<file path="src/rtl/mem_arb_pkg.sv">
// Shared types and default widths for the IF/MEM unified-memory arbiter.
package mem_arb_pkg;

    localparam int ADDR_W_DEF = 32;
    localparam int DATA_W_DEF = 32;
    localparam int CNT_W_DEF  = 16;

    typedef enum logic [1:0] {
        IDLE    = 2'd0,
        IF_BUSY = 2'd1,
        DM_BUSY = 2'd2,
        IF_DROP = 2'd3
    } arb_state_e;

endpackage

</file>
<file path="src/rtl/mem_arbiter_if.sv">
// Bundle of the fetch, data and memory-side handshakes seen by mem_arbiter.
// slave = arbiter view; master = pipeline plus memory view.
interface mem_arbiter_if
    import mem_arb_pkg::*;
#(
    parameter int ADDR_W = ADDR_W_DEF,
    parameter int DATA_W = DATA_W_DEF
);

    logic                  if_req;
    logic [ADDR_W-1:0]     if_addr;
    logic                  if_flush;
    logic [DATA_W-1:0]     if_rdata;
    logic                  if_ack;

    logic                  dm_req;
    logic                  dm_we;
    logic [ADDR_W-1:0]     dm_addr;
    logic [DATA_W-1:0]     dm_wdata;
    logic [DATA_W/8-1:0]   dm_be;
    logic [DATA_W-1:0]     dm_rdata;
    logic                  dm_ack;

    logic                  mem_req;
    logic                  mem_we;
    logic [ADDR_W-1:0]     mem_addr;
    logic [DATA_W-1:0]     mem_wdata;
    logic [DATA_W/8-1:0]   mem_be;
    logic [DATA_W-1:0]     mem_rdata;
    logic                  mem_ready;

    logic                  stall_if;
    logic                  stall_mem;

    modport slave (
        input  if_req, if_addr, if_flush,
        input  dm_req, dm_we, dm_addr, dm_wdata, dm_be,
        input  mem_rdata, mem_ready,
        output if_rdata, if_ack, dm_rdata, dm_ack,
        output mem_req, mem_we, mem_addr, mem_wdata, mem_be,
        output stall_if, stall_mem
    );

    modport master (
        output if_req, if_addr, if_flush,
        output dm_req, dm_we, dm_addr, dm_wdata, dm_be,
        output mem_rdata, mem_ready,
        input  if_rdata, if_ack, dm_rdata, dm_ack,
        input  mem_req, mem_we, mem_addr, mem_wdata, mem_be,
        input  stall_if, stall_mem
    );

endinterface

</file>
<file path="src/rtl/mem_arb_perf_cnt.sv">
// Saturating event counter for arbitration conflicts (built only with MEM_ARB_PERF_EN).
module mem_arb_perf_cnt #(
    parameter int CNT_W = 16
) (
    input  logic             clk,
    input  logic             rst_n,
    input  logic             inc,
    output logic [CNT_W-1:0] cnt
);

    always_ff @(posedge clk or negedge rst_n) begin
        if (!rst_n) begin
            cnt <= '0;
        end else if (inc && (cnt != '1)) begin
            cnt <= cnt + CNT_W'(1);
        end
    end

endmodule

</file>
<file path="src/rtl/mem_arbiter.sv">
// Two-requester arbiter (data over fetch) for the single-ported unified memory.
// Optional conflict counter port and logic enabled by defining MEM_ARB_PERF_EN.
module mem_arbiter
    import mem_arb_pkg::*;
#(
    parameter int ADDR_W = ADDR_W_DEF,
    parameter int DATA_W = DATA_W_DEF
`ifdef MEM_ARB_PERF_EN
    ,
    parameter int CNT_W  = CNT_W_DEF
`endif
) (
    input  logic             clk,
    input  logic             rst_n,
    mem_arbiter_if.slave     bus
`ifdef MEM_ARB_PERF_EN
    ,
    output logic [CNT_W-1:0] conflict_cnt
`endif
);

    localparam logic [1:0] ST_IDLE    = 2'(IDLE);
    localparam logic [1:0] ST_IF_BUSY = 2'(IF_BUSY);
    localparam logic [1:0] ST_DM_BUSY = 2'(DM_BUSY);
    localparam logic [1:0] ST_IF_DROP = 2'(IF_DROP);

    logic [1:0]        state;
    logic              dm_eff;
    logic              if_eff;
    logic [ADDR_W-1:0] grant_addr;

    // A requester whose ack is on the bus this cycle has already been served.
    always_comb begin
        dm_eff     = bus.dm_req & ~bus.dm_ack;
        if_eff     = bus.if_req & ~bus.if_ack & ~bus.if_flush;
        grant_addr = dm_eff ? bus.dm_addr : bus.if_addr;
    end

    assign bus.stall_if  = bus.if_req & ~bus.if_ack & ~bus.if_flush;
    assign bus.stall_mem = bus.dm_req & ~bus.dm_ack;

    always_ff @(posedge clk or negedge rst_n) begin
        if (!rst_n) begin
            state         <= ST_IDLE;
            bus.mem_req   <= 1'b0;
            bus.mem_we    <= 1'b0;
            bus.mem_addr  <= '0;
            bus.mem_wdata <= '0;
            bus.mem_be    <= '0;
            bus.if_ack    <= 1'b0;
            bus.dm_ack    <= 1'b0;
            bus.if_rdata  <= '0;
            bus.dm_rdata  <= '0;
        end else begin
            // NOTE: state registers use non-blocking assignment so every
            // branch below sees the pre-edge values; acks default low so
            // they can only ever be one-cycle pulses.
            bus.if_ack <= 1'b0;
            bus.dm_ack <= 1'b0;

            case (state)
                ST_IDLE: begin
                    if (dm_eff || if_eff) begin
                        bus.mem_req   <= 1'b1;
                        bus.mem_addr  <= grant_addr;
                        bus.mem_we    <= dm_eff & bus.dm_we;
                        bus.mem_wdata <= dm_eff ? bus.dm_wdata : '0;
                        bus.mem_be    <= dm_eff ? bus.dm_be : {(DATA_W/8){1'b1}};
                        state         <= dm_eff ? ST_DM_BUSY : ST_IF_BUSY;
                    end
                end

                ST_DM_BUSY: begin
                    if (bus.mem_ready) begin
                        bus.mem_req <= 1'b0;
                        bus.dm_ack  <= 1'b1;
                        if (!bus.mem_we) begin
                            bus.dm_rdata <= bus.mem_rdata;
                        end
                        state <= ST_IDLE;
                    end
                end

                ST_IF_BUSY: begin
                    // A flush arriving with the completion still discards the fetch.
                    if (bus.mem_ready) begin
                        bus.mem_req <= 1'b0;
                        if (!bus.if_flush) begin
                            bus.if_rdata <= bus.mem_rdata;
                            bus.if_ack   <= 1'b1;
                        end
                        state <= ST_IDLE;
                    end else if (bus.if_flush) begin
                        state <= ST_IF_DROP;
                    end
                end

                ST_IF_DROP: begin
                    if (bus.mem_ready) begin
                        bus.mem_req <= 1'b0;
                        state       <= ST_IDLE;
                    end
                end

                default: state <= ST_IDLE;
            endcase
        end
    end

`ifdef MEM_ARB_PERF_EN
    logic conflict;

    assign conflict = (state == ST_IDLE) & dm_eff & if_eff;

    mem_arb_perf_cnt #(
        .CNT_W (CNT_W)
    ) u_perf_cnt (
        .clk   (clk),
        .rst_n (rst_n),
        .inc   (conflict),
        .cnt   (conflict_cnt)
    );
`endif

endmodule

</file>
<file path="src/flat_wrapper.sv">
// flat-port wrapper written by rule: the top's interface ports become plain ports
module mem_arbiter_flat import mem_arb_pkg::*;
#(
    parameter int ADDR_W = ADDR_W_DEF,
    parameter int DATA_W = DATA_W_DEF

)
  (clk, rst_n, bus_if_req, bus_if_addr, bus_if_flush, bus_dm_req, bus_dm_we, bus_dm_addr, bus_dm_wdata, bus_dm_be, bus_mem_rdata, bus_mem_ready, bus_if_rdata, bus_if_ack, bus_dm_rdata, bus_dm_ack, bus_mem_req, bus_mem_we, bus_mem_addr, bus_mem_wdata, bus_mem_be, bus_stall_if, bus_stall_mem);
  mem_arbiter_if #(.ADDR_W(ADDR_W), .DATA_W(DATA_W)) bus_i ();
  input  logic clk;
  input  logic rst_n;
  input wire logic [$bits(bus_i.if_req)-1:0] bus_if_req;
  input wire logic [$bits(bus_i.if_addr)-1:0] bus_if_addr;
  input wire logic [$bits(bus_i.if_flush)-1:0] bus_if_flush;
  input wire logic [$bits(bus_i.dm_req)-1:0] bus_dm_req;
  input wire logic [$bits(bus_i.dm_we)-1:0] bus_dm_we;
  input wire logic [$bits(bus_i.dm_addr)-1:0] bus_dm_addr;
  input wire logic [$bits(bus_i.dm_wdata)-1:0] bus_dm_wdata;
  input wire logic [$bits(bus_i.dm_be)-1:0] bus_dm_be;
  input wire logic [$bits(bus_i.mem_rdata)-1:0] bus_mem_rdata;
  input wire logic [$bits(bus_i.mem_ready)-1:0] bus_mem_ready;
  output wire logic [$bits(bus_i.if_rdata)-1:0] bus_if_rdata;
  output wire logic [$bits(bus_i.if_ack)-1:0] bus_if_ack;
  output wire logic [$bits(bus_i.dm_rdata)-1:0] bus_dm_rdata;
  output wire logic [$bits(bus_i.dm_ack)-1:0] bus_dm_ack;
  output wire logic [$bits(bus_i.mem_req)-1:0] bus_mem_req;
  output wire logic [$bits(bus_i.mem_we)-1:0] bus_mem_we;
  output wire logic [$bits(bus_i.mem_addr)-1:0] bus_mem_addr;
  output wire logic [$bits(bus_i.mem_wdata)-1:0] bus_mem_wdata;
  output wire logic [$bits(bus_i.mem_be)-1:0] bus_mem_be;
  output wire logic [$bits(bus_i.stall_if)-1:0] bus_stall_if;
  output wire logic [$bits(bus_i.stall_mem)-1:0] bus_stall_mem;
  assign bus_i.if_req = bus_if_req;
  assign bus_i.if_addr = bus_if_addr;
  assign bus_i.if_flush = bus_if_flush;
  assign bus_i.dm_req = bus_dm_req;
  assign bus_i.dm_we = bus_dm_we;
  assign bus_i.dm_addr = bus_dm_addr;
  assign bus_i.dm_wdata = bus_dm_wdata;
  assign bus_i.dm_be = bus_dm_be;
  assign bus_i.mem_rdata = bus_mem_rdata;
  assign bus_i.mem_ready = bus_mem_ready;
  assign bus_if_rdata = bus_i.if_rdata;
  assign bus_if_ack = bus_i.if_ack;
  assign bus_dm_rdata = bus_i.dm_rdata;
  assign bus_dm_ack = bus_i.dm_ack;
  assign bus_mem_req = bus_i.mem_req;
  assign bus_mem_we = bus_i.mem_we;
  assign bus_mem_addr = bus_i.mem_addr;
  assign bus_mem_wdata = bus_i.mem_wdata;
  assign bus_mem_be = bus_i.mem_be;
  assign bus_stall_if = bus_i.stall_if;
  assign bus_stall_mem = bus_i.stall_mem;
  mem_arbiter #(.ADDR_W(ADDR_W), .DATA_W(DATA_W)) u_core (.clk(clk), .rst_n(rst_n), .bus(bus_i));
endmodule
</file>
<file path="config.mk">
export PLATFORM = sky130hd
export DESIGN_NAME = mem_arbiter_flat
export DESIGN_NICKNAME = d
export VERILOG_FILES = /design/src/rtl/mem_arb_pkg.sv /design/src/rtl/mem_arbiter_if.sv /design/src/rtl/mem_arb_perf_cnt.sv /design/src/rtl/mem_arbiter.sv /design/src/flat_wrapper.sv
export SDC_FILE = /design/constraint.sdc
export NUM_CORES = 1
export LEC_CHECK = 0
export CELL_PAD_IN_SITES_DETAIL_PLACEMENT = 0
export CELL_PAD_IN_SITES_GLOBAL_PLACEMENT = 2
export CORE_MARGIN = 2
export CORE_UTILIZATION = 25
export DETAILED_ROUTE_END_ITERATION = 8
export PLACE_DENSITY = 0.77
export SYNTH_ARGS = -nofsm -noshare
export SYNTH_HDL_FRONTEND = slang
export SYNTH_SLANG_ARGS = --single-unit
</file>
<file path="constraint.sdc">
create_clock -name clk -period 2 [get_ports clk]
set_clock_uncertainty 0.15 [all_clocks]
set_input_delay 0.4 -clock clk [delete_from_list [all_inputs] [get_ports clk]]
set_output_delay 0.4 -clock clk [all_outputs]
set_load 0.03 [all_outputs]
</file>
==> results <==
- The pre-CTS worst setup slack is -0.3374 ns.
- The largest family of logic cells by synthesized area is simple AND/OR/NAND/NOR gates.
- The maximum net fanout on the critical path is 2.
- The total iterations of the first detailed-routing run is 4.
- The kind of start point of the critical path is a flop.
- For this run the aggregate overflow at the end of global routing stands at 0.
- Counting along the longest clock path gives a buffer depth of 2.
- Summing all multi-input logic gate instances after layout gives 0.002197 mm2.
- The number of max-slew violations in the final report was 0.
- Of the post-synthesis cell area, the part taken by muxes is 12.41%.
- The clock root buffer master is sky130_fd_sc_hd__clkbuf_16.
- Summing the areas of all and, or, nand and nor instances in the mapped netlist gives 15.02% of the synthesized area.
- Setup repair after global routing left no endpoint under its margin.
- The die height is 156.4 um.
- The total of flip-flops plus latches after synthesis is 138.
- The final hold violation count was 0.
- The area of the mapped netlist is 0.005807 mm2.
- In the final routing, the length of wire on met1 measures 7800 um.
- The count of input and output buffers is 276.
- When the netlist entered floorplanning its net count stood at 564.
- The most common library cell in the layout ignoring fill and taps is sky130_fd_sc_hd__dfrtp_1.
- The region available for standard cell placement spans 0.02271 mm2.
- The starting density of the core is 25.57%.
- The sequential fraction of the synthesis area is 59.47%.
- The critical-path cell with the highest stage delay is sky130_fd_sc_hd__dfrtp_1.
- The post-synthesis area per instance is 13.66 um2.
- The worst pin sits at a relative slew slack of 74.83%.
- The share of synthesized area in the top cell type comes to 59.47%.
- In this design, the critical path's most frequently occurring cell is sky130_fd_sc_hd__buf_6.
- The number of H-tree levels is 4.
- Walking the worst path, the cells encountered are buf_4 -> nor3b_4 -> buf_6 -> buf_6.
- The TritonCTS clock tree is done.
- Of all cell types, the one taking the most synthesized area is sky130_fd_sc_hd__dfrtp_1.
- The final sum of negative setup slack is 0 ns.
- The post-route antenna net violation count is 0.
- For this run, the number of Yosys warnings is 0.
- The share of the clock period used by the worst path is 96.86%.
- The maximum VDD drop is 0.7827 mV.
- In this run the worst hold path is classified as in2reg.
- Of the total synthesized cell area, the portion taken by XOR and XNOR cells is 0%.
- The wire length of the first global-routing pass is 29750 um.
- The post-synthesis share of cell area spent on full adders, half adders and majority gates is 0%.
- Based on the critical path, the design can be clocked at up to 516.2 MHz.
- Row generation in the floorplan step produced 55 rows.
- The tree built by TritonCTS fans out to 138 sinks.
- The flow ran to the end, and the final reports show no timing, DRC or antenna violations.
- The number of antenna violations at the first check in global routing came to 0.
- For this run, the total global-route usage over all layers was measured as 15.84%.
- The latest clock arrival within the worst-skew pair is 0.41 ns.
- The tool flagged a number of max-cap violations equal to 0.
- The number of buffers inserted during clock tree synthesis is 17.
- Across the whole layout, storage elements account for 0.003453 mm2.
- Data on the critical path is required at its endpoint by 1.45 ns.
- In the layout the commonest cells are 138 x sky130_fd_sc_hd__dfrtp_1, 136 x sky130_fd_sc_hd__clkdlybuf4s50_1, 134 x sky130_fd_sc_hd__dlygate4sd2_1.
- On the worst path, the slowest cell contributes a delay of 0.37 ns.
- The fraction of the mapped netlist area in compound gates is 9.675%.
- After technology mapping, the gate count stands at 425.
- Measured in cells, the most critical reg-to-reg path has a length of 5.
- The die footprint is 0.02446 mm2.
- Power spread over the standard cell area amounts to 1664 mW/mm2.
- In the final layout, the share of cells above drive strength 1 is 23.46%.
- After filler insertion, the fill cell instance count of the layout stands at 2158.
- The routed wire length on met2 is 9363 um.
- The count of cell types in the netlist is 26.
- The cell count of the worst hold path is 3.
- The residual DRC count is 0.
- The total number of vias is 4841.
- Detailed routing placed a total of 2024 um of wire on met3.
- 0 antenna diodes ended up in the layout.
- The signed area change from the synthesized netlist to the final layout is 64.79%.
- The I/O pin total is 277.
- The clock transition time at the flip-flop clock pins of the worst setup and hold paths is 0.06 ns.
- Summed over all layers, the routed wires come to 19540 um.
- The detailed-placement wirelength estimate is 13740 um.
- The die width is 156.4 um.
- The worst setup path is captured at a primary output.
- After the first detailed-routing iteration, the DRC count stood at 169.
- In the final routed layout, each cell accounts on average for 19.27 um.
- In this run the top signal layer used is met4.
- By area the synthesized netlist is led by sky130_fd_sc_hd__dfrtp_1 59%, sky130_fd_sc_hd__mux2_2 12%, sky130_fd_sc_hd__nor4b_2 7.5%.
- The slew of the pin with the lowest slew margin is 0.3791 ns.
- The final layout net count is 855.
- The classification of the worst setup path is reg2out.
- Setup slack on the critical path of the routed design comes to 0.06273 ns.
- The largest net degree at the start of global routing is 59.
- The routability congestion estimate is 0.7576.
- The cell leakage power is 4.163 nW.
- Setup violations remaining at the end of the flow were counted as 0.
- The via count of the first global-routing pass is 5230.
- The arrival time of the worst setup path is 1.39 ns.
- The total power draw is 0.01592 W.
- Once layout is complete, the utilization of the core stands at 42.14%.
- In the routed layout, each cell is associated on average with a via count of 4.774.
- The final critical path time including I/O delays and setup is 1.937 ns.
-- what timing repair did --
action	CTS	global route
resized for setup	137	8
pin swaps	1	1
buffers inserted	2	1
hold endpoints to repair	30	0
hold buffers	1	0
cloned	0	1
endpoints found under the setup margin	136	10
-- flip-flops by register name, summed over array words and instances, names as in the netlist --
name and count:
u_core.bus.dm_rdata 32, u_core.bus.if_rdata 32, u_core.bus.mem_addr 32, u_core.bus.mem_wdata 32, u_core.bus.mem_be 4, u_core.state 2, u_core.bus.dm_ack 1, u_core.bus.if_ack 1
u_core.bus.mem_req 1, u_core.bus.mem_we 1
-- cell usage after synthesis (all sizes together) --
cell and number:
nor3 65, nor2 3, dfrtp 138, nor4b 33, or4 1, or2 1, o22ai 33, o22a 4
buf 19, nand2b 1, a22o 33, or4b 1, clkbuf 19, a2bb2oi 1, o21a 1, mux2 64
nor3b 1, o21ai 2, inv 2, a21oi 1, nand2 2
-- kinds of logic (layout without fill, tap and decap cells) --
family | count (synthesis) | count (layout)
multiplexers | 64 | 64
flip-flops | 138 | 138
buffers and inverters | 40 | 344
AO/OA/AOI/OAI | 75 | 75
AND/OR/NAND/NOR | 108 | 108
-- per-stage QoR --
step	cell area (um2)	cells	hold WS, ns
final	9569	1014	0.2550
after global routing	9569	1014	0.2590
after CTS	9507	1012	0.2764
after detailed placement	9070	977	0.1685
after global placement	9070	977	0.1604
after floorplan	5808	425	-0.04559
-- final timing paths --
kind | startpoint | slack (ns) | endpoint
setup / recovery | u_core.bus.if_ack | 0.06 | bus_stall_if
hold / removal | bus_if_flush | 0.25 | u_core.state[0]
setup reg to reg | u_core.state[0] | 0.15 | u_core.bus.mem_addr[15]
hold reg to reg | u_core.bus.if_rdata[3] | 0.34 | u_core.bus.if_rdata[3]
max in group asynchronous | rst_n | 0.78 | u_core.bus.if_rdata[12]
min in group asynchronous | rst_n | 0.28 | u_core.bus.dm_rdata[29]
-- critical path: cells and delay by family (launching register included) --
kind,cells,cell delay (ns)
and+or+nand+nor,1,0.21
buffers and inverters,3,0.39
DFF,1,0.37
-- per-layer routing --
metal | GRT usage, % | vias to the layer above
met5 | 0 | -
met4 | 5.155 | 0
met3 | 7.422 | 24
met2 | 25.30 | 208
met1 | 18.90 | 2401
li1 | - | 2208
-- report_power, final --
group,switching (W),internal (W),total [W],leakage [nW]
Sequential,0.000823,0.00419,0.00502,1.67
Combinational,0.00487,0.00298,0.00785,2.22
Clock,0.00132,0.00174,0.00306,0.274
-- final cells by class --
type | instances | area share (%)
Clock buffer | 18 | 4.485
Clock inverter | 14 | 1.425
Inverter | 2 | 0.07845
Multi-Input combinational cell | 247 | 22.96
Sequential cell | 138 | 36.09
Tap cell | 285 | 3.726
Timing Repair Buffer | 310 | 31.24
Note: power is estimated with default switching activity, not from simulation.
